--- config.mk ---
export PLATFORM = sky130hd
export DESIGN_NAME = uart_rx_core
export DESIGN_NICKNAME = d
export VERILOG_FILES = /design/src/rtl/uart_rx_core.sv
export SDC_FILE = /design/constraint.sdc
export NUM_CORES = 1
export LEC_CHECK = 0
export CORE_MARGIN = 5
export CORE_UTILIZATION = 40
export DETAILED_ROUTE_END_ITERATION = 10
export PLACE_DENSITY = 0.56
export SYNTH_ARGS = -nofsm -noshare
export SYNTH_HDL_FRONTEND = slang
export SYNTH_SLANG_ARGS = --single-unit
--- constraint.sdc ---
create_clock -name CLK50MHz -period 5.6 [get_ports CLK50MHz]
set_clock_uncertainty 0.2 [all_clocks]
set_input_delay 1.68 -clock CLK50MHz [delete_from_list [all_inputs] [get_ports CLK50MHz]]
set_output_delay 1.68 -clock CLK50MHz [all_outputs]
set_load 0.1 [all_outputs]
--- src/rtl/uart_rx_core.sv ---
// Oversampling UART receiver: 2-flop line synchronizer, tick divider, framing FSM,
// optional parity check and a one-word output holding register with overrun reporting.
module uart_rx_core #(
    parameter int CLK_HZ     = 50000000,
    parameter int BAUD       = 9600,
    parameter int OVERSAMPLE = 16,
    parameter int DATA_BITS  = 8,
    parameter int PARITY     = 0,
    parameter int STOP_BITS  = 1
) (
    input  logic                 CLK50MHz,
    input  logic                 RESET_N,
    input  logic                 RX,
    output logic [DATA_BITS-1:0] DATA,
    output logic                 DATA_VALID,
    input  logic                 DATA_READY,
    output logic                 PARITY_ERR,
    output logic                 FRAME_ERR,
    output logic                 OVERRUN,
    output logic                 BUSY
);

    localparam int TICK_RATE = BAUD * OVERSAMPLE;
    localparam int DIV       = (CLK_HZ + TICK_RATE / 2) / TICK_RATE;
    localparam int DIV_W     = (DIV > 1) ? $clog2(DIV) : 1;
    localparam int SUB_W     = $clog2(OVERSAMPLE);
    localparam int BIT_W     = (DATA_BITS > 1) ? $clog2(DATA_BITS) : 1;

    localparam logic [DIV_W-1:0] DIV_LAST    = DIV_W'(DIV - 1);
    localparam logic [SUB_W-1:0] SUB_HALF_M1 = SUB_W'(OVERSAMPLE / 2 - 1);
    localparam logic [SUB_W-1:0] SUB_LAST    = SUB_W'(OVERSAMPLE - 1);
    localparam logic [BIT_W-1:0] BIT_LAST    = BIT_W'(DATA_BITS - 1);
    localparam logic             STOP_LAST   = 1'(STOP_BITS - 1);

    localparam logic [2:0] ST_IDLE      = 3'd0;
    localparam logic [2:0] ST_START     = 3'd1;
    localparam logic [2:0] ST_DATA      = 3'd2;
    localparam logic [2:0] ST_PARITY    = 3'd3;
    localparam logic [2:0] ST_STOP      = 3'd4;
    localparam logic [2:0] ST_WAIT_HIGH = 3'd5;

    // Odd mode wants an odd number of ones over data plus parity bit, even mode an even number.
    function automatic logic parity_error(input logic [DATA_BITS-1:0] word, input logic pbit);
        logic ones_odd;
        ones_odd = ^{word, pbit};
        if (PARITY == 1) begin
            parity_error = ~ones_odd;
        end else begin
            parity_error = ones_odd;
        end
    endfunction

    logic                 rx_meta_r;
    logic                 rx_sync_r;
    logic                 rx_prev_r;
    logic [DIV_W-1:0]     div_cnt_r;
    logic [SUB_W-1:0]     sub_cnt_r;
    logic [BIT_W-1:0]     bit_cnt_r;
    logic                 stop_cnt_r;
    logic [2:0]           state_r;
    logic [DATA_BITS-1:0] shreg_r;
    logic                 par_pend_r;
    logic                 fe_pend_r;
    logic [DATA_BITS-1:0] data_r;
    logic                 valid_r;
    logic                 perr_r;
    logic                 ferr_r;
    logic                 overrun_r;
    logic                 busy_r;

    logic       tick_s;
    logic       sub_term_s;
    logic       sample_s;
    logic [2:0] state_nxt_s;
    logic       shift_en_s;
    logic       par_en_s;
    logic       stop_first_s;
    logic       final_s;
    logic       fe_now_s;
    logic       load_s;

    // Line synchronizer plus one delayed copy for falling-edge detection.
    always_ff @(posedge CLK50MHz or negedge RESET_N) begin
        if (!RESET_N) begin
            rx_meta_r <= 1'b1;
            rx_sync_r <= 1'b1;
            rx_prev_r <= 1'b1;
        end else begin
            rx_meta_r <= RX;
            rx_sync_r <= rx_meta_r;
            rx_prev_r <= rx_sync_r;
        end
    end

    // Free-running oversample tick divider.
    always_ff @(posedge CLK50MHz or negedge RESET_N) begin
        if (!RESET_N) begin
            div_cnt_r <= '0;
        end else if (div_cnt_r == DIV_LAST) begin
            div_cnt_r <= '0;
        end else begin
            div_cnt_r <= div_cnt_r + DIV_W'(1);
        end
    end

    // Tick, sub-count terminal and bit-sample strobes.
    always_comb begin
        tick_s = (div_cnt_r == DIV_LAST);
        if (state_r == ST_START) begin
            sub_term_s = (sub_cnt_r == SUB_HALF_M1);
        end else begin
            sub_term_s = (sub_cnt_r == SUB_LAST);
        end
        if ((state_r == ST_START) || (state_r == ST_DATA) ||
            (state_r == ST_PARITY) || (state_r == ST_STOP)) begin
            sample_s = tick_s && sub_term_s;
        end else begin
            sample_s = 1'b0;
        end
    end

    // Framing FSM next-state and per-state sample strobes.
    always_comb begin
        state_nxt_s  = state_r;
        shift_en_s   = 1'b0;
        par_en_s     = 1'b0;
        stop_first_s = 1'b0;
        final_s      = 1'b0;
        case (state_r)
            ST_IDLE: begin
                if (rx_prev_r && !rx_sync_r) begin
                    state_nxt_s = ST_START;
                end else begin
                    state_nxt_s = ST_IDLE;
                end
            end
            ST_START: begin
                if (sample_s) begin
                    state_nxt_s = rx_sync_r ? ST_IDLE : ST_DATA;
                end else begin
                    state_nxt_s = ST_START;
                end
            end
            ST_DATA: begin
                if (sample_s) begin
                    shift_en_s = 1'b1;
                    if (bit_cnt_r == BIT_LAST) begin
                        state_nxt_s = (PARITY != 0) ? ST_PARITY : ST_STOP;
                    end else begin
                        state_nxt_s = ST_DATA;
                    end
                end else begin
                    state_nxt_s = ST_DATA;
                end
            end
            ST_PARITY: begin
                if (sample_s) begin
                    par_en_s    = 1'b1;
                    state_nxt_s = ST_STOP;
                end else begin
                    state_nxt_s = ST_PARITY;
                end
            end
            ST_STOP: begin
                if (sample_s) begin
                    stop_first_s = (stop_cnt_r == 1'b0);
                    if (stop_cnt_r == STOP_LAST) begin
                        final_s     = 1'b1;
                        state_nxt_s = rx_sync_r ? ST_IDLE : ST_WAIT_HIGH;
                    end else begin
                        state_nxt_s = ST_STOP;
                    end
                end else begin
                    state_nxt_s = ST_STOP;
                end
            end
            ST_WAIT_HIGH: begin
                if (rx_sync_r) begin
                    state_nxt_s = ST_IDLE;
                end else begin
                    state_nxt_s = ST_WAIT_HIGH;
                end
            end
            default: begin
                state_nxt_s = ST_IDLE;
            end
        endcase
    end

    // Only the first stop bit decides the frame error; a later low stop bit is ignored.
    always_comb begin
        if (stop_first_s) begin
            fe_now_s = ~rx_sync_r;
        end else begin
            fe_now_s = fe_pend_r;
        end
        load_s = final_s && (!valid_r || DATA_READY);
    end

    // State register and registered busy flag.
    always_ff @(posedge CLK50MHz or negedge RESET_N) begin
        if (!RESET_N) begin
            state_r <= ST_IDLE;
            busy_r  <= 1'b0;
        end else begin
            state_r <= state_nxt_s;
            busy_r  <= (state_nxt_s != ST_IDLE);
        end
    end

    // Sub-tick counter is held at zero outside the bit-timed states.
    always_ff @(posedge CLK50MHz or negedge RESET_N) begin
        if (!RESET_N) begin
            sub_cnt_r <= '0;
        end else if ((state_r == ST_IDLE) || (state_r == ST_WAIT_HIGH)) begin
            sub_cnt_r <= '0;
        end else if (tick_s) begin
            if (sub_term_s) begin
                sub_cnt_r <= '0;
            end else begin
                sub_cnt_r <= sub_cnt_r + SUB_W'(1);
            end
        end
    end

    // Data and stop bit counters.
    always_ff @(posedge CLK50MHz or negedge RESET_N) begin
        if (!RESET_N) begin
            bit_cnt_r  <= '0;
            stop_cnt_r <= 1'b0;
        end else begin
            if (state_r != ST_DATA) begin
                bit_cnt_r <= '0;
            end else if (shift_en_s) begin
                bit_cnt_r <= bit_cnt_r + BIT_W'(1);
            end
            if (state_r != ST_STOP) begin
                stop_cnt_r <= 1'b0;
            end else if (sample_s) begin
                stop_cnt_r <= stop_cnt_r + 1'b1;
            end
        end
    end

    // Shift register (LSB first) and pending per-frame error flags.
    always_ff @(posedge CLK50MHz or negedge RESET_N) begin
        if (!RESET_N) begin
            shreg_r    <= '0;
            par_pend_r <= 1'b0;
            fe_pend_r  <= 1'b0;
        end else begin
            if (shift_en_s) begin
                shreg_r <= {rx_sync_r, shreg_r[DATA_BITS-1:1]};
            end
            if (par_en_s) begin
                par_pend_r <= parity_error(shreg_r, rx_sync_r);
            end
            if (stop_first_s) begin
                fe_pend_r <= ~rx_sync_r;
            end
        end
    end

    // Output holding register; a word arriving while the previous one is unconsumed is dropped.
    always_ff @(posedge CLK50MHz or negedge RESET_N) begin
        if (!RESET_N) begin
            data_r    <= '0;
            valid_r   <= 1'b0;
            perr_r    <= 1'b0;
            ferr_r    <= 1'b0;
            overrun_r <= 1'b0;
        end else begin
            if (load_s) begin
                data_r  <= shreg_r;
                perr_r  <= par_pend_r;
                ferr_r  <= fe_now_s;
                valid_r <= 1'b1;
            end else if (valid_r && DATA_READY) begin
                valid_r <= 1'b0;
            end
            overrun_r <= final_s && !load_s;
        end
    end

    assign DATA       = data_r;
    assign DATA_VALID = valid_r;
    assign PARITY_ERR = perr_r;
    assign FRAME_ERR  = ferr_r;
    assign OVERRUN    = overrun_r;
    assign BUSY       = busy_r;

endmodule

# Yosys cells after proc, flatten, opt, wreduce, memory -nomap -nowiden

Index checks and enable logic that the tools add are counted.
W data, S select, Z words.

Input bits: 4
Logic and storage cells: 85
Register bits: 46
Output and inout port bits: 13

Bitwise logic cells: 2
Multiplexer cells: 31
Equal/unequal tests: 11
Add/subtract/negate cells: 4
Reductions and logical operators: 20

Operators by type and width:

| kind                  | count |
|---|---|
| $mux W3               | 8 |
| $pmux W3 S6           | 1 |
| $mux W1               | 16 |
| $mux W4               | 3 |
| $add A9 B1 Y9 const B | 1 |
| $eq A3 B3 Y1 const B  | 3 |
| $eq A9 B9 Y1 const B  | 1 |
| $mux W9               | 1 |
| $reduce_xor A9 Y1     | 1 |
| $reduce_bool A2 Y1    | 4 |
| $eq A3 B2 Y1 const B  | 2 |
| $logic_and A1 B1 Y1   | 5 |
| $logic_or A1 B1 Y1    | 5 |
| $add A4 B1 Y4 const B | 1 |
| $eq A4 B3 Y1 const B  | 1 |
| $eq A4 B4 Y1 const B  | 1 |
| $mux W2               | 2 |
| $add A3 B1 Y3 const B | 1 |
| $eq A3 B1 Y1 const B  | 1 |
| $logic_not A1 Y1      | 3 |
| $logic_not A3 Y1      | 1 |
| $ne A3 B2 Y1 const B  | 1 |
| $ne A3 B3 Y1 const B  | 1 |
| $reduce_bool A3 Y1    | 1 |
| other kinds (2)       | 3 |

# Logic depth before layout (Yosys ltp)

Gate-level depths: netlist of run 1.

Depth in word-level cells: 10
Mapped depth: 8
Mapped depth without buffers: 7

# Worst setup path before layout of run 1

Ideal clock, no wire load.

Path type: input-to-reg
From: input port DATA_READY
To: register data_r[0] (netlist: DATA[0])
Path slack: 2768 ps
Setup time: 126 ps
Cell stages on the path: 4
Arrival time: 2506 ps
Data required time: 5274 ps
Buffers on the path: 1
Cell sequence: nand2b_1 -> nor4b_4 -> buf_6 -> mux2_4

Longest elaborated chain between the ends: 2

Ends and longest elaborated chain:

| what                 | RTL line | text |
|---|---|---|
| start, declared      | 16       | `input logic DATA_READY,` |
| $logic_or A1 B1 Y1   | 197      | `load_s = final_s && (!valid_r \|\| DATA_READY);` |
| $logic_and A1 B1 Y1  | 197      |  |
| end signal, assigned | 274      | `data_r <= shreg_r;` |
| end, declared        | 64       | `logic [DATA_BITS-1:0] data_r;` |

Every way passes these cells.
A chain may end at the register's enable or synchronous reset.

# Worst setup path after layout of run 1

From: register data_r[7] (netlist: DATA[7])
To: output port DATA[7]

RTL lines:

| what          | RTL line | text |
|---|---|---|
| end, declared | 14       | `output logic [DATA_BITS-1:0] DATA,` |

No word-level cell between the ends.

==> impl_summary.txt, run 1 <==
----------------------------------------------------
[Critical path]
  Element type at the critical path start ... register
  Endpoint of the most critical register-to-register path ... DATA[4]$_DFFE_PN0P_
  Critical path fanouts, max ... 2
  Crit path max-delay family ... buffers and inverters
  Buffers and inverters on the worst path ... 1
  Slowest cell on the critical path ... clkdlybuf4s50_1
  Worst Path Class, Setup ... reg2out
  Depth of the worst register-to-register path ... 7
  Crit. End Element ... output port
  List of cells traversed by the critical path ... clkdlybuf4s50_1
  Worst endpoint data arrival time ... 1.83 ns
  Register-to-register path setup slack ... 2.50 ns
  Delay of the slowest cell on the worst path ... 1.15 ns
  Critical path data required time ... 3.72 ns
  Start of the worst register-to-register path ... div_cnt_r[1]$_DFF_PN0_

[Synthesis]
  Number of warnings printed during yosys synthesis ... 0
  Most area-hungry cell type in the Yosys netlist ... dfrtp_1
  Net count after synthesis ... 183
  Share of Yosys cell area claimed by the top area cell type ... 47.3%
  Number of instances in the synthesized netlist ... 174
  Top flip-flop cell by instance count after synthesis ... dfrtp_1
  Distinct cell type count after synthesis ... 41
  EDFF count, synth ... 0
  Most common library cells after synthesis ... 42 x dfrtp_1, 18 x mux2_4, 14 x nor2_1
  Total standard cell area after synthesis ... around 0.0022 mm2
  Leading post-synthesis cells by cell area ... dfrtp_1 47%, mux2_4 12%, xnor2_1 5.1%, dfstp_2 3.5%, ha_1 2.8%
  Proportion of synthesized chip area in sequential cells ... 50.9%
  Fraction of registers with async set or reset after synthesis ... between 90% and 100%
  Post-synthesis area per instance ... 12.8 um2
  Flip-flop and latch count after synthesis ... 45
  Most frequently used cell type in the post-synthesis netlist ... dfrtp_1

[Worst hold path]
  Hold/Removal Path Class ... reg2reg
  Number of cells on the worst hold path ... 0
  Endpoint of the worst hold-timing path ... rx_sync_r$_DFF_PN1_
  Hold Startpoint ... rx_meta_r$_DFF_PN1_

[STA]
  Final clock period utilization by the worst path ... 66.3%
  Setup TNS after final layout ... 0 ns
  Endpoints failing setup ... 0
  Setup repair after global routing missed its margin ... false
  Highest achievable clock rate ... 269 MHz
  Worst Slack Setup Final ... between 1.5 and 2 ns
  Crit path time final ... between 3 and 4 ns
  Post-route worst hold slack ... 0.160 ns
  Final hold violations ... 0
  Least-Margin Pin Slew ... 1.01 ns
  Max_slew headroom ... 33.0%
  Number of max-slew violations in the final report ... 0

[Placed design]
  Post-DP HPWL ... 2640 um
  Post-Place Setup Slack ... between 1.5 and 2 ns
  Final RePlAce weighted congestion ... between 0.6 and 0.7
  Number of port buffers ... 16

[Layout]
  Final core occ ... 45.8%
  Antenna Diode Count ... 0
  Final nets ... 199
  Area grow syn2layout ... 12.3%
  Fraction of final layout cells with drive strength greater than 1 ... 20.9%

[Routing]
  Number of DRC markers after the initial detailed-route iteration ... 69
  Met2 WL post-DR ... between 1500 and 2000 um
  Average detailed-routed wire length per instance ... 14.4 um
  Vias per cell ... 4.94
  First-pass iteration count of the detailed router ... 2
  Total routed wire length on the met1 layer ... about 1700 um
  Top Layer Used ... met4
  Post-detailed-route DRC marker count ... 0
  Number of vias after detailed routing ... 1,298
  Count of nets left with antenna violations after detail routing ... 0
  Detailed-route wire length ... 3790 um
  Met3 wirelength from detailed routing ... 148 um

[Global routing]
  Global-route wire length before repair ... 6690 um
  Vias in the first global route ... 1,420
  Final global-route overflow total ... 0
  Largest net degree at the start of global routing ... between 40 and 50
  Antenna violations before repair ... 0
  Global-route usage over all layers ... 11.7%

[Power]
  Combinational share of power ... 1.6%
  Clock share of power ... 37.3%
  Switching power as a share of total power ... 22.4%
  Power density over the cells ... between 200 and 250 mW/mm2
  Sw power ... 0.120 mW
  Static leakage ... 1.11 nW
  Internal cell power ... 0.417 mW
  Sequential fraction of design power ... approximately 61%
  Peak ir drop on the vdd network ... 116 uV

[Die]
  Ports ... 17
  Floorplan row count ... 27
  Initial Utilization ... 40.8%
  Vertical die dimension ... 84.5 um
  DIE AREA ... 0.00714 mm2
  Horizontal die dimension ... about 85 um
  CORE AREA ... 0.00544 mm2

[Outcome]
  Result of the run ... complete, no violations

[Clocking]
  Clock tree root buffer cell ... clkbuf_8
  Total of hold buffers inserted after clock tree synthesis ... 0
  Num CTS Buffers ... 5
  CTS tree ... done
  Setup bufs post-CTS ... 0
  Post-CTS Resized ... 0
  Clock transition at path regs ... about 0.09 ns
  Latest clock arrival within the worst-skew pair ... about 0.3 ns
  Clock H-tree levels ... 2
  Number of buffers on the longest clock path ... 2
  Number of sinks handled by clock tree synthesis ... 45

[Job]
  Max capacitance violation total ... 0

----------------------------------------------------
## worst max path at each step
stage	startpoint	to	slack, ns	cells after the start
after floorplan	DATA_READY	DATA[0]$_DFFE_PN0P_	2.77	4
after global placement	DATA_READY	DATA[7]$_DFFE_PN0P_	1.88	4
after detailed placement	DATA_READY	DATA[2]$_DFFE_PN0P_	1.89	4
after CTS	DATA[1]$_DFFE_PN0P_	DATA[1]	1.88	1
after global routing	DATA[7]$_DFFE_PN0P_	DATA[7]	1.85	1
final	DATA[7]$_DFFE_PN0P_	DATA[7]	1.89	1
## cells by family (layout without fill, tap and decap cells)
family	count (synthesis)	count (layout)	share of synthesized area, %
AO/OA/AOI/OAI	13	13	3.49
XOR/XNOR	20	20	7.89
adder cells (fa/ha/maj)	5	5	2.82
buffers and inverters	12	29	3.55
flip-flops	45	45	50.9
multiplexers	21	21	14.1
AND/OR/NAND/NOR	58	58	17.2
## per-layer routing
metal	vias to the layer above	GRT usage [%]
met4	0	4.32
li1	629	-
met5	-	0
met1	647	14.5
met2	15	18.9
met3	7	4.12
## power by group through the flow
stage / Combinational, mW / Sequential, mW / Clock, mW
2_1_floorplan: 0.00147 / 0.333 / 0
3_3_place_gp: 0.00878 / 0.334 / 0
3_5_place_dp: 0.00922 / 0.334 / 0
4_1_cts: 0.00927 / 0.328 / 0.209
5_1_grt: 0.0106 / 0.328 / 0.223
6_report: 0.00858 / 0.328 / 0.200
## per-stage QoR
stage          cells  total power [mW]  instance area (um2)
5_1_grt          263             0.562                 2490
4_1_cts          263             0.546                 2490
6_report         263             0.537                 2490
3_5_place_dp     255             0.343                 2410
2_1_floorplan    174             0.335                 2220
3_3_place_gp     255             0.343                 2410
## layout by cell type (no fill, tap or decap), types with 2 or more instances in the layout
master           Yosys  final
a21oi_1              6      6
and2_1               2      2
clkbuf_8             0      5
clkdlybuf4s50_1      0     15
clkinvlp_4           0      2
dfrtp_1             42     42
dfstp_2              3      3
ha_1                 5      5
inv_1                5      5
mux2_4              18     18
nand2_1             12     12
nand2_4              2      2
nand3_1              5      5
nand3b_1             2      2
nand4_1              2      2
nor2_1              14     14
nor3_1               4      4
o21ai_0              2      2
or3_1                2      2
or4_1                2      2
xnor2_1             13     13
xor2_1               7      7
## flip-flops by register name, summed over array words and instances (netlist names)
register    cells
stop_cnt_r      1
sub_cnt_r       4
state_r         3
div_cnt_r       9
rx_sync_r       1
rx_meta_r       1
DATA            8
par_pend_r      1
OVERRUN         1
DATA_VALID      1
FRAME_ERR       1
rx_prev_r       1
shreg_r         8
bit_cnt_r       3
BUSY            1
PARITY_ERR      1
## area by class of cell
| class | instances | area [um2] |
|---|---|---|
| Tap cell | 72 | 90.1 |
| Sequential cell | 45 | 1130 |
| Inverter | 5 | 18.8 |
| Multi-Input combinational cell | 117 | 1010 |
| Clock inverter | 2 | 15.0 |
| Timing Repair Buffer | 16 | 155 |
| Fill cell | 488 | 2950 |
| Clock buffer | 6 | 72.6 |
No activity file was read; power rests on OpenSTA's default activity.
==> run 2: changes to the inputs <==
==> constraint.sdc (replaced) <==
create_clock -name CLK50MHz -period 3.9 [get_ports CLK50MHz]
set_clock_uncertainty 0.2 [all_clocks]
set_input_delay 1.17 -clock CLK50MHz [delete_from_list [all_inputs] [get_ports CLK50MHz]]
set_output_delay 1.17 -clock CLK50MHz [all_outputs]
set_load 0.1 [all_outputs]
==> run 2 against run 1 <==
Flip-flop and latch count unchanged. Non-clock buffer count increased by 2. First-iteration DRC count is 14% higher. Worst setup slack got worse by 0.59 ns. Count of clock-buffer cells in the layout fell by 1. Worst hold slack better by 0.0050 ns. Sequential share of layout area decreased by 0.18 points. Sequential power is 44% higher. Total power grew 56%. Combinational power up 42%. Die area stayed put. Highest routed layer unchanged.
==> impl_summary.txt, run 2 (same netlist as run 1, synthesis figures left out) <==
----------------------------------------------------
[Routing]
  Post-detailed-route DRC marker count ... 0
  Top Layer Used ... met4
  Number of DRC markers after the initial detailed-route iteration ... 79
  Average detailed-routed wire length per instance ... 14.2 um
  Total routed wire length on the met1 layer ... 1780 um
  Number of vias after detailed routing ... 1,354
  Vias per cell ... 5.11
  Detailed-route wire length ... ~3800 um
  First-pass iteration count of the detailed router ... 4
  Met2 WL post-DR ... approximately 1700 um
  Count of nets left with antenna violations after detail routing ... 0
  Met3 wirelength from detailed routing ... around 180 um

[Global routing]
  Largest net degree at the start of global routing ... 46
  Vias in the first global route ... 1,361
  Global-route usage over all layers ... 11.7%
  Antenna violations before repair ... 0
  Global-route wire length before repair ... 6670 um
  Final global-route overflow total ... 0

[Die]
  Horizontal die dimension ... between 80 and 90 um
  Ports ... 17
  Initial Utilization ... 40.8%
  Floorplan row count ... 27
  DIE AREA ... ~0.007 mm2
  Vertical die dimension ... 84.5 um
  CORE AREA ... 0.00544 mm2

[Critical path]
  Crit path from ... DATA_READY
  Register-to-register path setup slack ... 1.40 ns
  Critical path fanouts, max ... 10
  Worst Path Class, Setup ... in2reg
  Element type at the critical path start ... primary input
  Critical path data required time ... 3.88 ns
  Endpoint of the most critical register-to-register path ... DATA[4]$_DFFE_PN0P_
  End point of the critical path ... DATA[4]$_DFFE_PN0P_
  Depth of the worst register-to-register path ... 6
  Crit. End Element ... register
  Start of the worst register-to-register path ... state_r[1]$_DFF_PN0_
  Worst endpoint data arrival time ... 2.58 ns

[STA]
  Least-Margin Pin Slew ... just under 1 ns
  Final hold violations ... 0
  Setup TNS after final layout ... 0 ns
  Worst Slack Setup Final ... 1.30 ns
  Highest achievable clock rate ... 384 MHz
  Number of max-slew violations in the final report ... 0
  Final clock period utilization by the worst path ... 66.7%
  Endpoints failing setup ... 0
  Crit path time final ... roughly 2.6 ns
  Max_slew headroom ... about a third
  Setup repair after global routing missed its margin ... false

[Placed design]
  Final RePlAce weighted congestion ... 0.876
  Post-Place Setup Slack ... 0.973 ns
  Number of port buffers ... 16
  Standard cell area after detailed placement ... about 0.0024 mm2
  Post-DP HPWL ... 2630 um

[Power]
  Static leakage ... 1.16 nW
  Power density over the cells ... 334 mW/mm2
  Peak ir drop on the vdd network ... 175 uV

[Layout]
  Area of all placed cells without fillers ... 0.00250 mm2
  Most common cell after layout, fill and taps aside ... dfrtp_1
  Fraction of final layout cells with drive strength greater than 1 ... 29.0%
  Largest register FFs ... 9
  Fill cell instance count of the final layout ... between 400 and 500
  Antenna Diode Count ... 0
  Biggest register ... div_cnt_r
  Most frequent cells in the layout ... 42 x dfrtp_1, 18 x mux2_4, 15 x buf_4
  Area grow syn2layout ... 12.7%
  Final nets ... about 200

[Clocking]
  Post-CTS Resized ... 0
  Setup bufs post-CTS ... 0
  Clock tree root buffer cell ... clkbuf_8
  Number of buffers on the longest clock path ... 2
  Total of hold buffers inserted after clock tree synthesis ... 0
  CTS tree ... done
  Clock transition at path regs ... 0.08 ns
  Latest clock arrival within the worst-skew pair ... 0.29 ns
  Number of sinks handled by clock tree synthesis ... 45
  Clock H-tree levels ... 2
  Num CTS Buffers ... 5

[Outcome]
  Result of the run ... complete, no violations

[Job]
  Max capacitance violation total ... 0

[Worst hold path]
  Hold Startpoint ... rx_meta_r$_DFF_PN1_
  Hold/Removal Path Class ... reg2reg
  Number of cells on the worst hold path ... 0

----------------------------------------------------
==> run 2: cell types whose count changed in the layout (fill, tap and decap cells not counted), sizes merged <==
cell | previous run | this run
buf | 1 | 16
clkdlybuf4s50 | 15 | 2
bufinv | 0 | 1
clkinvlp | 2 | 1
clkbuf | 6 | 5
clkinv | 0 | 1
==> run 2: power breakdown <==
group	total [mW]	leakage, nW	internal (mW)	switching [mW]
logic	0.0122	0.521	0.00294	0.00930
clock network	0.354	0.0543	0.192	0.162
registers	0.471	0.588	0.469	0.00191
==> run 2: area by class of cell <==
type                            count  area [um2]  share of cell area (%)
Tap cell                           72        90.1                    3.60
Inverter                            5        18.8                   0.750
Clock buffer                        5        68.8                    2.75
Multi-Input combinational cell    117        1010                    40.4
Timing Repair Buffer               18         138                    5.50
Sequential cell                    45        1130                    45.1
Clock inverter                      3        46.3                    1.85
==> run 2: worst min path at each step <==
stage,end
global placement,rx_sync_r$_DFF_PN1_
finish,rx_sync_r$_DFF_PN1_
CTS,rx_sync_r$_DFF_PN1_
global route,rx_sync_r$_DFF_PN1_
floorplan,rx_sync_r$_DFF_PN1_
detailed placement,rx_sync_r$_DFF_PN1_
==> run 2: layer usage <==
metal / vias to the layer above / global-route usage, %
met5: - / 0
met4: 0 / 5.04
met3: 11 / 3.43
met2: 41 / 17.2
met1: 671 / 16.0
li1: 631 / -
==> run 2: worst max-delay path: stages <==
cell and delay, ns:
clkdlybuf4s50_1 0.45, nand2b_1 0.15, nor4b_4 0.20, buf_4 0.28
mux2_4 0.32
==> run 2: metrics by stage <==
step	util (%)	cells	hold slack [ns]	power (mW)
finish	46.0	265	0.165	0.837
global route	46.0	265	0.171	0.874
CTS	46.0	265	0.167	0.851
detailed placement	43.9	257	0.155	0.493
global placement	43.9	257	0.146	0.493
floorplan	-	174	0.145	0.481
==> run 3: changes to the inputs <==
==> constraint.sdc (replaced) <==
create_clock -name CLK50MHz -period 2.6 [get_ports CLK50MHz]
set_clock_uncertainty 0.2 [all_clocks]
set_input_delay 0.78 -clock CLK50MHz [delete_from_list [all_inputs] [get_ports CLK50MHz]]
set_output_delay 0.78 -clock CLK50MHz [all_outputs]
set_load 0.1 [all_outputs]
==> run 3 against run 2 <==
Worst setup slack got worse by 1.0 ns. Largest power group unchanged. Die area did not move. Wire length rose by 3.0%. Register-to-register slack got worse by 1.1 ns. Cell count rose by 1.5%. Flip-flop and latch count did not move. Cell area rose by 1.2%. First-iteration DRC count fell by 30%. Via count fell by 3.0%. Critical path type is now reg2reg. Critical path depth did not move.
==> impl_summary.txt, run 3 (same netlist as run 1, synthesis figures left out) <==
----------------------------------------------------
[Outcome]
  Result of the run ... complete, no violations

[Critical path]
  Critical path fanouts, max ... 8
  Start of the worst register-to-register path ... state_r[1]$_DFF_PN0_
  Critical path data required time ... 2.59 ns
  Worst endpoint data arrival time ... 2.33 ns
  Element type at the critical path start ... register
  Worst Path Class, Setup ... reg2reg
  Crit. End Element ... register
  Crit path from ... state_r[1]$_DFF_PN0_

[Power]
  Internal cell power ... between 0.9 and 1 mW
  Switching power as a share of total power ... 22.6%
  Power density over the cells ... about 460 mW/mm2
  Peak ir drop on the vdd network ... 226 uV
  Sw power ... 0.264 mW
  Sequential fraction of design power ... 60.6%
  Combinational share of power ... 1.9%
  Clock share of power ... 37.5%
  Static leakage ... ~1.2 nW

[Routing]
  First-pass iteration count of the detailed router ... 4
  Detailed-route wire length ... 3890 um
  Number of vias after detailed routing ... roughly 1,300
  Average detailed-routed wire length per instance ... 14.4 um
  Number of DRC markers after the initial detailed-route iteration ... 55
  Count of nets left with antenna violations after detail routing ... 0
  Vias per cell ... approximately 4.9
  Post-detailed-route DRC marker count ... 0

[Clocking]
  Total of hold buffers inserted after clock tree synthesis ... 0
  Clock transition at path regs ... 0.09 ns
  Latest clock arrival within the worst-skew pair ... 0.30 ns
  Number of buffers on the longest clock path ... 2
  Num CTS Buffers ... 5
  CTS tree ... done
  Number of sinks handled by clock tree synthesis ... 45
  Clock H-tree levels ... 2
  Clock tree root buffer cell ... clkbuf_8
  Setup bufs post-CTS ... 0
  Post-CTS Resized ... 0

[STA]
  Crit path time final ... 2.34 ns
  Max_slew headroom ... between 60% and 70%
  Setup TNS after final layout ... 0 ns
  Final hold violations ... 0
  Setup repair after global routing missed its margin ... false
  Highest achievable clock rate ... 428 MHz
  Least-Margin Pin Slew ... 0.538 ns
  Final clock period utilization by the worst path ... 89.9%
  Endpoints failing setup ... 0
  Number of max-slew violations in the final report ... 0

[Die]
  DIE AREA ... 0.00714 mm2
  Ports ... 17
  Vertical die dimension ... 84.5 um
  Initial Utilization ... between 40 and 50%
  CORE AREA ... approximately 0.0054 mm2
  Horizontal die dimension ... 84.5 um
  Floorplan row count ... 27

[Placed design]
  Post-DP HPWL ... between 2000 and 3000 um
  Number of port buffers ... 16
  Final RePlAce weighted congestion ... a little under 0.8

[Layout]
  Biggest register ... div_cnt_r
  Area grow syn2layout ... 14.1%
  Most frequent cells in the layout ... 42 x dfrtp_1, 18 x mux2_4, 17 x buf_4
  Final nets ... 205
  Most common cell after layout, fill and taps aside ... dfrtp_1
  Largest register FFs ... 9
  Antenna Diode Count ... 0
  Fraction of final layout cells with drive strength greater than 1 ... 30.5%
  Final core occ ... 46.6%

[Global routing]
  Most used routing layer in global routing ... met2
  Antenna violations before repair ... 0
  Vias in the first global route ... approximately 1,400
  Met1 routing resource usage after global routing ... between 10% and 20%
  Global-route wire length before repair ... 6770 um
  Final global-route overflow total ... 0
  Largest net degree at the start of global routing ... 27
  Met2 Resource Use GR ... a little under a fifth
  Global-route usage over all layers ... 11.8%
  GR met3 Demand/Resource ... 3.73%

[Job]
  Max capacitance violation total ... 0

[Worst hold path]
  Hold Startpoint ... rx_meta_r$_DFF_PN1_
  Hold/Removal Path Class ... reg2reg

----------------------------------------------------
==> run 3: cell count changes in the layout (fill, tap and decap cells not counted) <==
| cell | previous run | this run |
|---|---|---|
| buf_4 | 15 | 17 |
| clkinv_4 | 1 | 2 |
| bufinv_16 | 1 | 0 |
| clkinv_2 | 0 | 1 |
| clkinvlp_4 | 1 | 0 |
| buf_12 | 0 | 2 |
==> run 3: per-layer routing <==
metal / up-vias / part of all wire, %
li1: 641 / -
met1: 653 / 47
met2: 16 / 49
met3: 4 / 3.2
met4: 0 / 0.69
met5: - / 0
==> run 3: critical path, cell delays in order, from the launching register on <==
cell and delay [ns]:
dfrtp_1 0.42, nor3b_4 0.25, mux2i_4 0.39, nand2_4 0.14, or2_1 0.45, mux2_4 0.38
==> run 3: cell type report <==
| cell class | count | area, um2 |
|---|---|---|
| repair buffers | 22 | 193 |
| inverters | 5 | 18.8 |
| well taps | 72 | 90.1 |
| clock buffers | 5 | 68.8 |
| fillers | 494 | 2900 |
| flip-flops and latches | 45 | 1130 |
| multi-input cells | 117 | 1010 |
| clock inverters | 3 | 22.5 |
==> run 3: per-stage QoR <==
| stage | setup WS, ns | instances | hold slack (ns) | power [mW] | cell area (um2) |
|---|---|---|---|---|---|
| final | 0.263 | 269 | 0.160 | 1.17 | 2530 |
| after global placement | 0.177 | 261 | 0.151 | 0.743 | 2440 |
| after global routing | 0.138 | 269 | 0.169 | 1.22 | 2530 |
| after floorplan | 0.333 | 174 | 0.145 | 0.721 | 2220 |
| after CTS | 0.230 | 269 | 0.163 | 1.18 | 2530 |
| after detailed placement | 0.126 | 261 | 0.150 | 0.743 | 2440 |
==> run 3: power by group through the flow <==
stage | logic [mW] | clock network [mW] | registers, mW
after floorplan | 0.00316 | 0 | 0.718
after global placement | 0.0227 | 0 | 0.720
after detailed placement | 0.0233 | 0 | 0.720
after CTS | 0.0233 | 0.452 | 0.706
after global routing | 0.0261 | 0.487 | 0.707
final | 0.0220 | 0.437 | 0.707
==> run 3: final timing paths <==
| check | slack (ns) | to | cells past startpoint |
|---|---|---|---|
| setup / recovery | 0.26 | shreg_r[4]$_DFFE_PN0P_ | 5 |
| hold / removal | 0.16 | rx_sync_r$_DFF_PN1_ | 0 |
| setup reg to reg | 0.26 | shreg_r[4]$_DFFE_PN0P_ | 5 |
| hold reg to reg | 0.16 | rx_sync_r$_DFF_PN1_ | 0 |
| max in group asynchronous | 1.39 | rx_prev_r$_DFF_PN1_ | 2 |
| min in group asynchronous | 0.24 | sub_cnt_r[2]$_DFFE_PN0P_ | 1 |
